===== src/rtl/display_scan_if.sv =====
// Purpose : bundles the display driver's data inputs and segment/digit outputs.
// Signals : digits_in/dp_in/blank_in/load - display value and capture strobe
//           seg_out/dp_out/dig_en         - shared segment bus and digit commons
//           frame_tick                    - pulse after each frame wrap
// Modports: master - the side supplying values (status logic / bench)
//           slave  - the display driver itself
interface display_scan_if #(
    parameter int unsigned N_DIGITS = 4
);
    logic [4*N_DIGITS-1:0] digits_in;
    logic [N_DIGITS-1:0]   dp_in;
    logic [N_DIGITS-1:0]   blank_in;
    logic                  load;
    logic [6:0]            seg_out;
    logic                  dp_out;
    logic [N_DIGITS-1:0]   dig_en;
    logic                  frame_tick;

    modport master (
        output digits_in, dp_in, blank_in, load,
        input  seg_out, dp_out, dig_en, frame_tick
    );

    modport slave (
        input  digits_in, dp_in, blank_in, load,
        output seg_out, dp_out, dig_en, frame_tick
    );
endinterface


===== src/rtl/display_scan_driver.sv =====
// Purpose : multiplexed N-digit hex 7-segment driver with anti-ghost blanking,
//           per-digit decimal point / forced blank, optional leading-zero
//           suppression and frame-aligned double buffering of the display value.
// Ports   : clk  - system clock, rising edge
//           rst  - synchronous active-high reset
//           bus  - display_scan_if.slave (inputs, load strobe, segment/digit outputs)
module display_scan_driver #(
    parameter int unsigned N_DIGITS    = 4,
    parameter int unsigned SCAN_DIV    = 50000,
    parameter int unsigned BLANK_CYC   = 500,
    parameter int unsigned SEG_ACT_LOW = 1,
    parameter int unsigned DIG_ACT_LOW = 1,
    parameter int unsigned LZ_BLANK    = 0
) (
    input  logic           clk,
    input  logic           rst,
    display_scan_if.slave  bus
);

    localparam int unsigned PCNT_W = (SCAN_DIV > 1) ? $clog2(SCAN_DIV) : 1;
    localparam int unsigned IDX_W  = (N_DIGITS > 1) ? $clog2(N_DIGITS) : 1;
    localparam int unsigned NIB_W  = 4 * N_DIGITS;

    localparam logic [PCNT_W-1:0]   PCNT_LAST = PCNT_W'(SCAN_DIV - 1);
    localparam logic [PCNT_W-1:0]   BLANK_TH  = PCNT_W'(BLANK_CYC);
    localparam logic [IDX_W-1:0]    IDX_LAST  = IDX_W'(N_DIGITS - 1);

    // Inactive levels; XOR with these converts active-high patterns to pin polarity.
    localparam logic [6:0]          SEG_OFF = (SEG_ACT_LOW != 0) ? 7'h7F : 7'h00;
    localparam logic                DP_OFF  = (SEG_ACT_LOW != 0);
    localparam logic [N_DIGITS-1:0] DIG_OFF = (DIG_ACT_LOW != 0) ? '1 : '0;

    // Scan position
    logic [PCNT_W-1:0]   pcnt_q, pcnt_d;
    logic [IDX_W-1:0]    idx_q, idx_d;

    // Shadow (captured on load) and active (displayed) buffers
    logic [NIB_W-1:0]    shadow_digits_q, shadow_digits_d;
    logic [N_DIGITS-1:0] shadow_dp_q, shadow_dp_d;
    logic [N_DIGITS-1:0] shadow_blank_q, shadow_blank_d;
    logic                pending_q, pending_d;
    logic [NIB_W-1:0]    active_digits_q, active_digits_d;
    logic [N_DIGITS-1:0] active_dp_q, active_dp_d;
    logic [N_DIGITS-1:0] active_blank_q, active_blank_d;

    // Registered outputs
    logic [6:0]          seg_q, seg_d;
    logic                dp_q, dp_d;
    logic [N_DIGITS-1:0] dig_en_q, dig_en_d;
    logic                frame_tick_q, frame_tick_d;

    // Decode helpers
    logic                slot_end;
    logic                wrap;
    logic [3:0]          cur_nib;
    logic                cur_dp;
    logic                cur_blank;
    logic                lz_zero;
    logic                upper_zero;
    logic                slot_lit;
    logic [N_DIGITS-1:0] one_hot;

    // Active-high {g,f,e,d,c,b,a} pattern for one hex nibble
    function automatic logic [6:0] hex7(input logic [3:0] v);
        logic [6:0] s;
        case (v)
            4'h0: s = 7'h3F;
            4'h1: s = 7'h06;
            4'h2: s = 7'h5B;
            4'h3: s = 7'h4F;
            4'h4: s = 7'h66;
            4'h5: s = 7'h6D;
            4'h6: s = 7'h7D;
            4'h7: s = 7'h07;
            4'h8: s = 7'h7F;
            4'h9: s = 7'h6F;
            4'hA: s = 7'h77;
            4'hB: s = 7'h7C;
            4'hC: s = 7'h39;
            4'hD: s = 7'h5E;
            4'hE: s = 7'h79;
            default: s = 7'h71;
        endcase
        return s;
    endfunction

    // Slot end and frame wrap detection
    always_comb begin
        slot_end = (pcnt_q == PCNT_LAST);
        wrap     = slot_end && (idx_q == IDX_LAST);
    end

    // Select the current digit's data; upper_zero tracks "this and all higher nibbles are 0"
    always_comb begin
        cur_nib    = 4'h0;
        cur_dp     = 1'b0;
        cur_blank  = 1'b0;
        lz_zero    = 1'b0;
        upper_zero = 1'b1;
        for (int i = N_DIGITS - 1; i >= 0; i--) begin
            upper_zero = upper_zero && (active_digits_q[4*i +: 4] == 4'h0);
            if (IDX_W'(i) == idx_q) begin
                cur_nib   = active_digits_q[4*i +: 4];
                cur_dp    = active_dp_q[i];
                cur_blank = active_blank_q[i];
                lz_zero   = upper_zero && (i != 0);
            end
        end
    end

    // Next-state: prescaler, digit index, double buffer and output decode
    always_comb begin
        pcnt_d          = pcnt_q;
        idx_d           = idx_q;
        shadow_digits_d = shadow_digits_q;
        shadow_dp_d     = shadow_dp_q;
        shadow_blank_d  = shadow_blank_q;
        pending_d       = pending_q;
        active_digits_d = active_digits_q;
        active_dp_d     = active_dp_q;
        active_blank_d  = active_blank_q;
        seg_d           = SEG_OFF;
        dp_d            = DP_OFF;
        dig_en_d        = DIG_OFF;
        frame_tick_d    = wrap;
        slot_lit        = 1'b0;
        one_hot         = N_DIGITS'(1) << idx_q;

        if (slot_end) begin
            pcnt_d = '0;
            idx_d  = wrap ? '0 : idx_q + IDX_W'(1);
        end else begin
            pcnt_d = pcnt_q + PCNT_W'(1);
        end

        // A load on the wrap edge bypasses the shadow; otherwise the shadow is promoted.
        if (wrap) begin
            if (bus.load) begin
                active_digits_d = bus.digits_in;
                active_dp_d     = bus.dp_in;
                active_blank_d  = bus.blank_in;
            end else if (pending_q) begin
                active_digits_d = shadow_digits_q;
                active_dp_d     = shadow_dp_q;
                active_blank_d  = shadow_blank_q;
            end
            pending_d = 1'b0;
        end else if (bus.load) begin
            shadow_digits_d = bus.digits_in;
            shadow_dp_d     = bus.dp_in;
            shadow_blank_d  = bus.blank_in;
            pending_d       = 1'b1;
        end

        slot_lit = (pcnt_q >= BLANK_TH) && !(cur_blank || ((LZ_BLANK != 0) && lz_zero));
        if (slot_lit) begin
            seg_d    = hex7(cur_nib) ^ SEG_OFF;
            dp_d     = cur_dp ^ DP_OFF;
            dig_en_d = one_hot ^ DIG_OFF;
        end
    end

    // State and output registers
    always_ff @(posedge clk) begin
        if (rst) begin
            pcnt_q          <= '0;
            idx_q           <= '0;
            shadow_digits_q <= '0;
            shadow_dp_q     <= '0;
            shadow_blank_q  <= '0;
            pending_q       <= 1'b0;
            active_digits_q <= '0;
            active_dp_q     <= '0;
            active_blank_q  <= '0;
            seg_q           <= SEG_OFF;
            dp_q            <= DP_OFF;
            dig_en_q        <= DIG_OFF;
            frame_tick_q    <= 1'b0;
        end else begin
            pcnt_q          <= pcnt_d;
            idx_q           <= idx_d;
            shadow_digits_q <= shadow_digits_d;
            shadow_dp_q     <= shadow_dp_d;
            shadow_blank_q  <= shadow_blank_d;
            pending_q       <= pending_d;
            active_digits_q <= active_digits_d;
            active_dp_q     <= active_dp_d;
            active_blank_q  <= active_blank_d;
            seg_q           <= seg_d;
            dp_q            <= dp_d;
            dig_en_q        <= dig_en_d;
            frame_tick_q    <= frame_tick_d;
        end
    end

    assign bus.seg_out    = seg_q;
    assign bus.dp_out     = dp_q;
    assign bus.dig_en     = dig_en_q;
    assign bus.frame_tick = frame_tick_q;

endmodule


===== src/flat_wrapper.sv =====
// flat-port wrapper written by rule: the top's interface ports become plain ports
module display_scan_driver_flat 
#(
    parameter int unsigned N_DIGITS    = 4,
    parameter int unsigned SCAN_DIV    = 50000,
    parameter int unsigned BLANK_CYC   = 500,
    parameter int unsigned SEG_ACT_LOW = 1,
    parameter int unsigned DIG_ACT_LOW = 1,
    parameter int unsigned LZ_BLANK    = 0
)
  (clk, rst, bus_digits_in, bus_dp_in, bus_blank_in, bus_load, bus_seg_out, bus_dp_out, bus_dig_en, bus_frame_tick);
  display_scan_if #(.N_DIGITS(N_DIGITS)) bus_i ();
  input  logic clk;
  input  logic rst;
  input wire logic [$bits(bus_i.digits_in)-1:0] bus_digits_in;
  input wire logic [$bits(bus_i.dp_in)-1:0] bus_dp_in;
  input wire logic [$bits(bus_i.blank_in)-1:0] bus_blank_in;
  input wire logic [$bits(bus_i.load)-1:0] bus_load;
  output wire logic [$bits(bus_i.seg_out)-1:0] bus_seg_out;
  output wire logic [$bits(bus_i.dp_out)-1:0] bus_dp_out;
  output wire logic [$bits(bus_i.dig_en)-1:0] bus_dig_en;
  output wire logic [$bits(bus_i.frame_tick)-1:0] bus_frame_tick;
  assign bus_i.digits_in = bus_digits_in;
  assign bus_i.dp_in = bus_dp_in;
  assign bus_i.blank_in = bus_blank_in;
  assign bus_i.load = bus_load;
  assign bus_seg_out = bus_i.seg_out;
  assign bus_dp_out = bus_i.dp_out;
  assign bus_dig_en = bus_i.dig_en;
  assign bus_frame_tick = bus_i.frame_tick;
  display_scan_driver #(.N_DIGITS(N_DIGITS), .SCAN_DIV(SCAN_DIV), .BLANK_CYC(BLANK_CYC), .SEG_ACT_LOW(SEG_ACT_LOW), .DIG_ACT_LOW(DIG_ACT_LOW), .LZ_BLANK(LZ_BLANK)) u_core (.clk(clk), .rst(rst), .bus(bus_i));
endmodule

===== config.mk =====
export PLATFORM = sky130hd
export DESIGN_NAME = display_scan_driver_flat
export DESIGN_NICKNAME = d
export VERILOG_FILES = /design/src/rtl/display_scan_if.sv /design/src/rtl/display_scan_driver.sv /design/src/flat_wrapper.sv
export SDC_FILE = /design/constraint.sdc
export NUM_CORES = 1
export LEC_CHECK = 0
export ABC_CLOCK_PERIOD_IN_PS = 3660
export BUFFER_PORTS_ARGS = -buffer_cell sky130_fd_sc_hd__buf_2
export CORE_MARGIN = 2
export CORE_UTILIZATION = 40
export DETAILED_ROUTE_END_ITERATION = 10
export PLACE_DENSITY = 0.7
export SYNTH_ARGS = -nofsm -noshare
export SYNTH_HDL_FRONTEND = slang
export SYNTH_SLANG_ARGS = --single-unit

===== constraint.sdc =====
create_clock -name clk -period 3.66 [get_ports clk]
set_clock_uncertainty 0.1 [all_clocks]
set_input_delay 0.366 -clock clk [delete_from_list [all_inputs] [get_ports clk]]
set_output_delay 0.366 -clock clk [all_outputs]
set_load 0.03 [all_outputs]

==> results.toml, run 1 <==
[outcome]
outcome = "finished, final reports clean"

[sta]
worst_pin_slew_ns = 0.935
finalSetupTns_ns = 0
drv_slew = 0
fin_crit_sh_pct = 79.0
fmax_mhz = 346
worst_slew_margin_rel_pct = 37.6
fin_crit_ns = 2.89
hold_viol = 0
grt_setup_unrepaired = "no"
setup_viol = 0

[cts]
post-cts-setup-buffers = 0
clkSlewWorstSetupHoldPaths_ns = 0.09
cts_max_path_buffers = 2
cts_made_buffers = 9
cts_resized = 0
htree_levels = 3
ctsHoldBuffers = 0
cts_sinks = 80
cts_root_buf = "clkbuf_8"
insertion_delay_ns = 0.37
cts_tree = "done"

[floorplanning]
dieArea_um2 = 10300
die_h_um = 102
core_um2 = 9240
start_util_pct = 41.3
die_x_um = 102
std_cell_rows = 35
ios = 40

[synthesis]
async_flop_share_pct = 0
yosys_warnings = 0
synth-main-ff-cell = "dfxtp_1"
synth_area_um2 = 3810
synth_fp_nets = 451
synth_edf_count = 0
synth_cell_type_count = 48
ys_seq_area_share_pct = 42.0
synthCells = 411
syn_area_per_cell_um2 = 9.28
synth_seq_cells = 80

[finish]
fin_nets = 476
fin_cells = 570
antenna_cells = 0
drive_gt1_share_pct = 21.8
area_delta_synth_final_pct = 10.4

[critical_path]
slowest_delay_ns = 0.54
crit_chain = "inv_1 > ha_1 > a21oi_1 > o21ai_0 > o21ai_0 > o21ai_0 > inv_1 > ha_1 > mux2_2 > nand2_1 > o311ai_0"
crit_arrival_ns = 2.98
start_kind = "register"
end_kind = "register"
path_common_cell = "o21ai_0"
crit_type = "reg2reg"
worstRegToRegCells = 11
critical_path_peak_fanout = 13
r2r_slack_ns = 0.77
critPathRequiredTime_ns = 3.75
cp_slowest_cell = "o21ai_0"

[route]
viasPerCell = 4.99
drt-wirelength-per-cell_um = 12.8
drtPass1Iterations = 4
drt_first_iter_violations = 131
routed_wl_um = 7300
drc = 0
ant_nets = 0
vias = 2847

[pwr]
power-per-cell-area_nw_per_um2 = 381
vdd_ir_drop_max_mv = 0.162
power.leakage_nw = 1.53

[global_route]
grt_max_degree = 52
grt_pass1_wl_um = 12400
track_usage_pct = 15.5
antenna_found_initial = 0
grt.overflow.total = 0
first_global_vias = 2561

[hold_path]
hold_depth = 3
min_path_type = "in2reg"

[placement]
port_buffers = 39
hpwl_um = 5110
gp_congestion = 0.899
dp.cells = 554

[job]
maxCapViolations = 0
## power by group
group	internal, mW	switching (mW)
registers	0.888	0.00987
clock network	0.271	0.340
logic	0.0365	0.0600
## cells by family (layout without fill, tap and decap cells)
group | count (synthesis) | count (layout) | synth area share (%)
AND/OR/NAND/NOR | 157 | 157 | 20.1
flip-flops | 80 | 80 | 42.0
AO/OA/AOI/OAI | 76 | 76 | 17.1
buffers and inverters | 43 | 73 | 6.00
multiplexers | 28 | 28 | 7.38
XOR/XNOR | 14 | 14 | 3.21
adder cells (fa/ha/maj) | 13 | 13 | 4.26
## critical path, delay by kind of cell, from the launching register on
kind | cells | cell delay, ns
and+or+nand+nor | 1 | 0.06
adders and majority gates | 2 | 0.66
AOI/OAI and AO/OA | 5 | 0.96
DFF | 1 | 0.36
muxes | 1 | 0.27
buffers and inverters | 2 | 0.31
## area by class of cell
type / count / area, um2
clock inverter: 6 / 48.8
multi-input combinational: 288 / 1980
inverter: 14 / 52.6
sequential: 80 / 1600
fill: 877 / 5030
tap: 129 / 161
clock buffer: 10 / 138
timing repair buffer: 43 / 225
## worst paths after layout
path,from,to
worst max register to register,u_core.idx_q[0]$_SDFFE_PP0P_,u_core.bus.seg_out[4]$_SDFF_PP1_
worst min register to register,u_core.shadow_digits_q[15]$_SDFFE_PP0P_,u_core.shadow_digits_q[15]$_SDFFE_PP0P_
worst min-delay path,bus_digits_in[6],u_core.shadow_digits_q[6]$_SDFFE_PP0P_
worst max-delay path,u_core.idx_q[0]$_SDFFE_PP0P_,u_core.bus.seg_out[4]$_SDFF_PP1_
## through the flow
step	utilization [%]	hold WS, ns	worst slack (ns)	area (um2)	power [mW]
6_report	45.6	0.136	0.770	4210	1.61
5_1_grt	45.6	0.122	0.490	4210	1.68
3_5_place_dp	43.6	0.346	0.803	4030	1.02
4_1_cts	45.6	0.118	0.798	4210	1.63
2_1_floorplan	-	0.336	1.16	3810	0.985
3_3_place_gp	43.6	0.340	0.936	4030	1.01
## cells in the mapped netlist (8+ instances only)
library cell,number,area (um2)
a21oi_1,32,160
nand3_1,8,40.0
buf_2,10,50.1
ha_1,13,163
a211oi_2,24,300
dfxtp_1,80,1600
clkbuf_1,9,33.8
nand2_1,68,255
inv_1,14,52.6
nor2_1,47,176
mux2i_1,27,270
xor2_1,9,78.8
## cells in the final DEF, fill, tap and decap left out, types with 3 or more instances in the layout
cell,count
xor2_1,9
ha_1,13
buf_2,39
xnor2_1,5
inv_6,3
a21oi_1,32
inv_1,14
nand2_1,68
nand4_1,3
nand3_1,8
clkbuf_8,10
buf_4,4
dfxtp_1,80
clkinvlp_4,3
a211oi_2,24
nor2_1,47
nand3b_1,6
nor3b_1,5
o21ai_0,6
mux2i_1,27
## state kept, by name, indices dropped and copies added (netlist names)
name and flops:
u_core.active_digits_q 16, u_core.pcnt_q 16, u_core.shadow_digits_q 16, u_core.bus.seg_out 7, u_core.active_blank_q 4, u_core.active_dp_q 4
u_core.bus.dig_en 4, u_core.shadow_blank_q 4, u_core.shadow_dp_q 4, u_core.idx_q 2, u_core.bus.dp_out 1, u_core.bus.frame_tick 1
u_core.pending_q 1
## routing by layer
| metal | vias to the layer above | routed length [um] | GRT usage (%) |
|---|---|---|---|
| li1 | 1453 | - | - |
| met1 | 1331 | 3460 | 20.0 |
| met2 | 50 | 3350 | 23.7 |
| met3 | 13 | 321 | 4.62 |
| met4 | 0 | 172 | 7.38 |
| met5 | - | 0 | 0 |
(Power assumes the default switching activity.)
==> inputs of run 2 (changes only) <==
--- a/config.mk
+++ b/config.mk
@@ -5,12 +5,12 @@
 export SDC_FILE = /design/constraint.sdc
 export NUM_CORES = 1
 export LEC_CHECK = 0
-export ABC_CLOCK_PERIOD_IN_PS = 3660
+export ABC_CLOCK_PERIOD_IN_PS = 2600
 export BUFFER_PORTS_ARGS = -buffer_cell sky130_fd_sc_hd__buf_2
 export CORE_MARGIN = 2
 export CORE_UTILIZATION = 40
 export DETAILED_ROUTE_END_ITERATION = 10
-export PLACE_DENSITY = 0.7
+export PLACE_DENSITY = 0.72
 export SYNTH_ARGS = -nofsm -noshare
 export SYNTH_HDL_FRONTEND = slang
 export SYNTH_SLANG_ARGS = --single-unit
==> constraint.sdc (replaced) <==
create_clock -name clk -period 2.6 [get_ports clk]
set_clock_uncertainty 0.1 [all_clocks]
set_input_delay 0.26 -clock clk [delete_from_list [all_inputs] [get_ports clk]]
set_output_delay 0.26 -clock clk [all_outputs]
set_load 0.03 [all_outputs]
==> run 2 against run 1 <==
  * Worst setup slack got worse by 0.59 ns
  * Sequential share of layout area fell by 1.0 points
  * Sequential power rose by 40%
  * Non-clock buffer count rose by 8
  * Flip-flop and latch count did not move
  * Total power rose by 50%
  * Wire length rose by 3.6%
  * Combinational power rose by 42%
==> results.toml, run 2 (synthesis results as in run 1) <==
[outcome]
outcome = "finished, final reports clean"

[pwr]
p_int_mw = 1.87
power-per-cell-area_nw_per_um2 = 558
switching_share_pct = 22.7
p_switching_mw = 0.548
clkPwrFrac_pct = 42.0
power.leakage_nw = 1.59
seqPwrFrac_pct = 52.3
finalPower_mw = 2.42
pwr-share-comb_pct = 5.7
vdd_ir_drop_max_mv = 0.241

[cts]
clkSlewWorstSetupHoldPaths_ns = 0.09
insertion_delay_ns = 0.36
ctsHoldBuffers = 0
cts_resized = 0
cts_root_buf = "clkbuf_8"
post-cts-setup-buffers = 0
cts_made_buffers = 9
htree_levels = 3
cts_tree = "done"
cts_max_path_buffers = 2
cts_sinks = 80

[finish]
final_common_cell = "dfxtp_1"
multiInputGateArea_um2 = 2000
drive_gt1_share_pct = 23.6
top_regs = "u_core.active_digits_q x16, u_core.pcnt_q x16, u_core.shadow_digits_q x16"
fin_nets = 484
fillerInstances = 883
area_delta_synth_final_pct = 13.5
ff_latch_area_um2 = 1600
final_cell_mix = "80 x dfxtp_1, 68 x nand2_1, 47 x nor2_1"
final_area_um2 = 4330
antenna_cells = 0
fin_util_pct = 46.9

[critical_path]
crit_arrival_ns = 2.52
end_kind = "register"
worstRegToRegCells = 9
r2r_slack_ns = 0.18
critPathRequiredTime_ns = 2.69
crit_type = "reg2reg"
start_kind = "register"
critical_path_peak_fanout = 11

[route]
ant_nets = 0
vias = 2855
drtPass1Iterations = 4
viasPerCell = 4.94
drt_first_iter_violations = 106
drc = 0
drt-wirelength-per-cell_um = 13.1
routed_wl_um = 7560

[global_route]
grt.overflow.total = 0
first_global_vias = 2705
antenna_found_initial = 0
track_usage_pct = 15.3
grt_max_degree = 53
grt_pass1_wl_um = 12500

[hold_path]
hold_depth = 3
min_path_type = "in2reg"

[sta]
finalSetupTns_ns = 0
drv_slew = 0
worst_pin_slew_ns = 0.973
fin_crit_sh_pct = 93.3
hold_viol = 0
fmax_mhz = 412
fin_crit_ns = 2.42
worst_slew_margin_rel_pct = 35.2
setup_viol = 0

[floorplanning]
core_um2 = 9240
std_cell_rows = 35
die_x_um = 102
die_h_um = 102
ios = 40
dieArea_um2 = 10300
start_util_pct = 41.3

[placement]
gp_congestion = 0.959
post_dp_cell_area_um2 = 4100
port_buffers = 39
hpwl_um = 5240

[job]
maxCapViolations = 0
run 2: changes by cell type in the layout (fill, tap and decap cells not counted):
| cell | previous run | this run |
|---|---|---|
| buf_4 | 4 | 11 |
| a221oi_2 | 0 | 1 |
| buf_12 | 0 | 1 |
| clkinv_2 | 0 | 1 |
| ha_1 | 13 | 11 |
| inv_6 | 3 | 0 |
| ha_2 | 0 | 2 |
| clkbuf_1 | 0 | 1 |
| clkinvlp_4 | 3 | 2 |
| a221oi_1 | 2 | 1 |
| bufinv_16 | 0 | 2 |
run 2: per-stage QoR:
step | worst slack [ns] | hold WS, ns | instances
2_1_floorplan | 0.101 | 0.296 | 411
3_3_place_gp | 0.271 | 0.341 | 562
3_5_place_dp | 0.169 | 0.346 | 562
4_1_cts | 0.143 | 0.0279 | 578
5_1_grt | -0.0152 | 0.0437 | 578
6_report | 0.175 | 0.0382 | 578
run 2: final timing paths:
check | endpoint | startpoint
worst max-delay path | u_core.bus.seg_out[4]$_SDFF_PP1_ | u_core.idx_q[0]$_SDFFE_PP0P_
worst min-delay path | u_core.shadow_blank_q[3]$_SDFFE_PP0P_ | bus_blank_in[3]
worst max register to register | u_core.bus.seg_out[4]$_SDFF_PP1_ | u_core.idx_q[0]$_SDFFE_PP0P_
worst min register to register | u_core.shadow_dp_q[2]$_SDFFE_PP0P_ | u_core.shadow_dp_q[2]$_SDFFE_PP0P_
run 2: critical path, cell delays in order, from the launching register on:
cell	delay, ns
dfxtp_1	0.41
inv_1	0.10
ha_1	0.33
a211oi_1	0.30
a221oi_2	0.12
buf_4	0.17
ha_1	0.26
mux2_2	0.29
nand2_1	0.06
o311ai_0	0.11
run 2: layer usage:
layer / track usage, % / vias up / wire (um)
met5: 0 / - / 0
met2: 24.5 / 52 / 3600
met4: 7.28 / 0 / 160
met1: 19.6 / 1312 / 3520
li1: - / 1475 / -
met3: 3.45 / 16 / 284
run 2: final cells by class:
cell class / instances / share of cell area [%]
Tap cell: 129 / 3.73
Clock inverter: 5 / 1.85
Timing Repair Buffer: 51 / 6.88
Inverter: 14 / 1.21
Multi-Input combinational cell: 288 / 46.1
Sequential cell: 80 / 37.0
Clock buffer: 11 / 3.26
run 2: power groups by stage:
stage                     sequential [mW]  combinational, mW  clock [mW]
after CTS                            1.26              0.140        1.04
after global routing                 1.27              0.153        1.09
after global placement               1.29              0.136           0
final                                1.26              0.137        1.01
after detailed placement             1.29              0.138           0
after floorplan                      1.29             0.0977           0
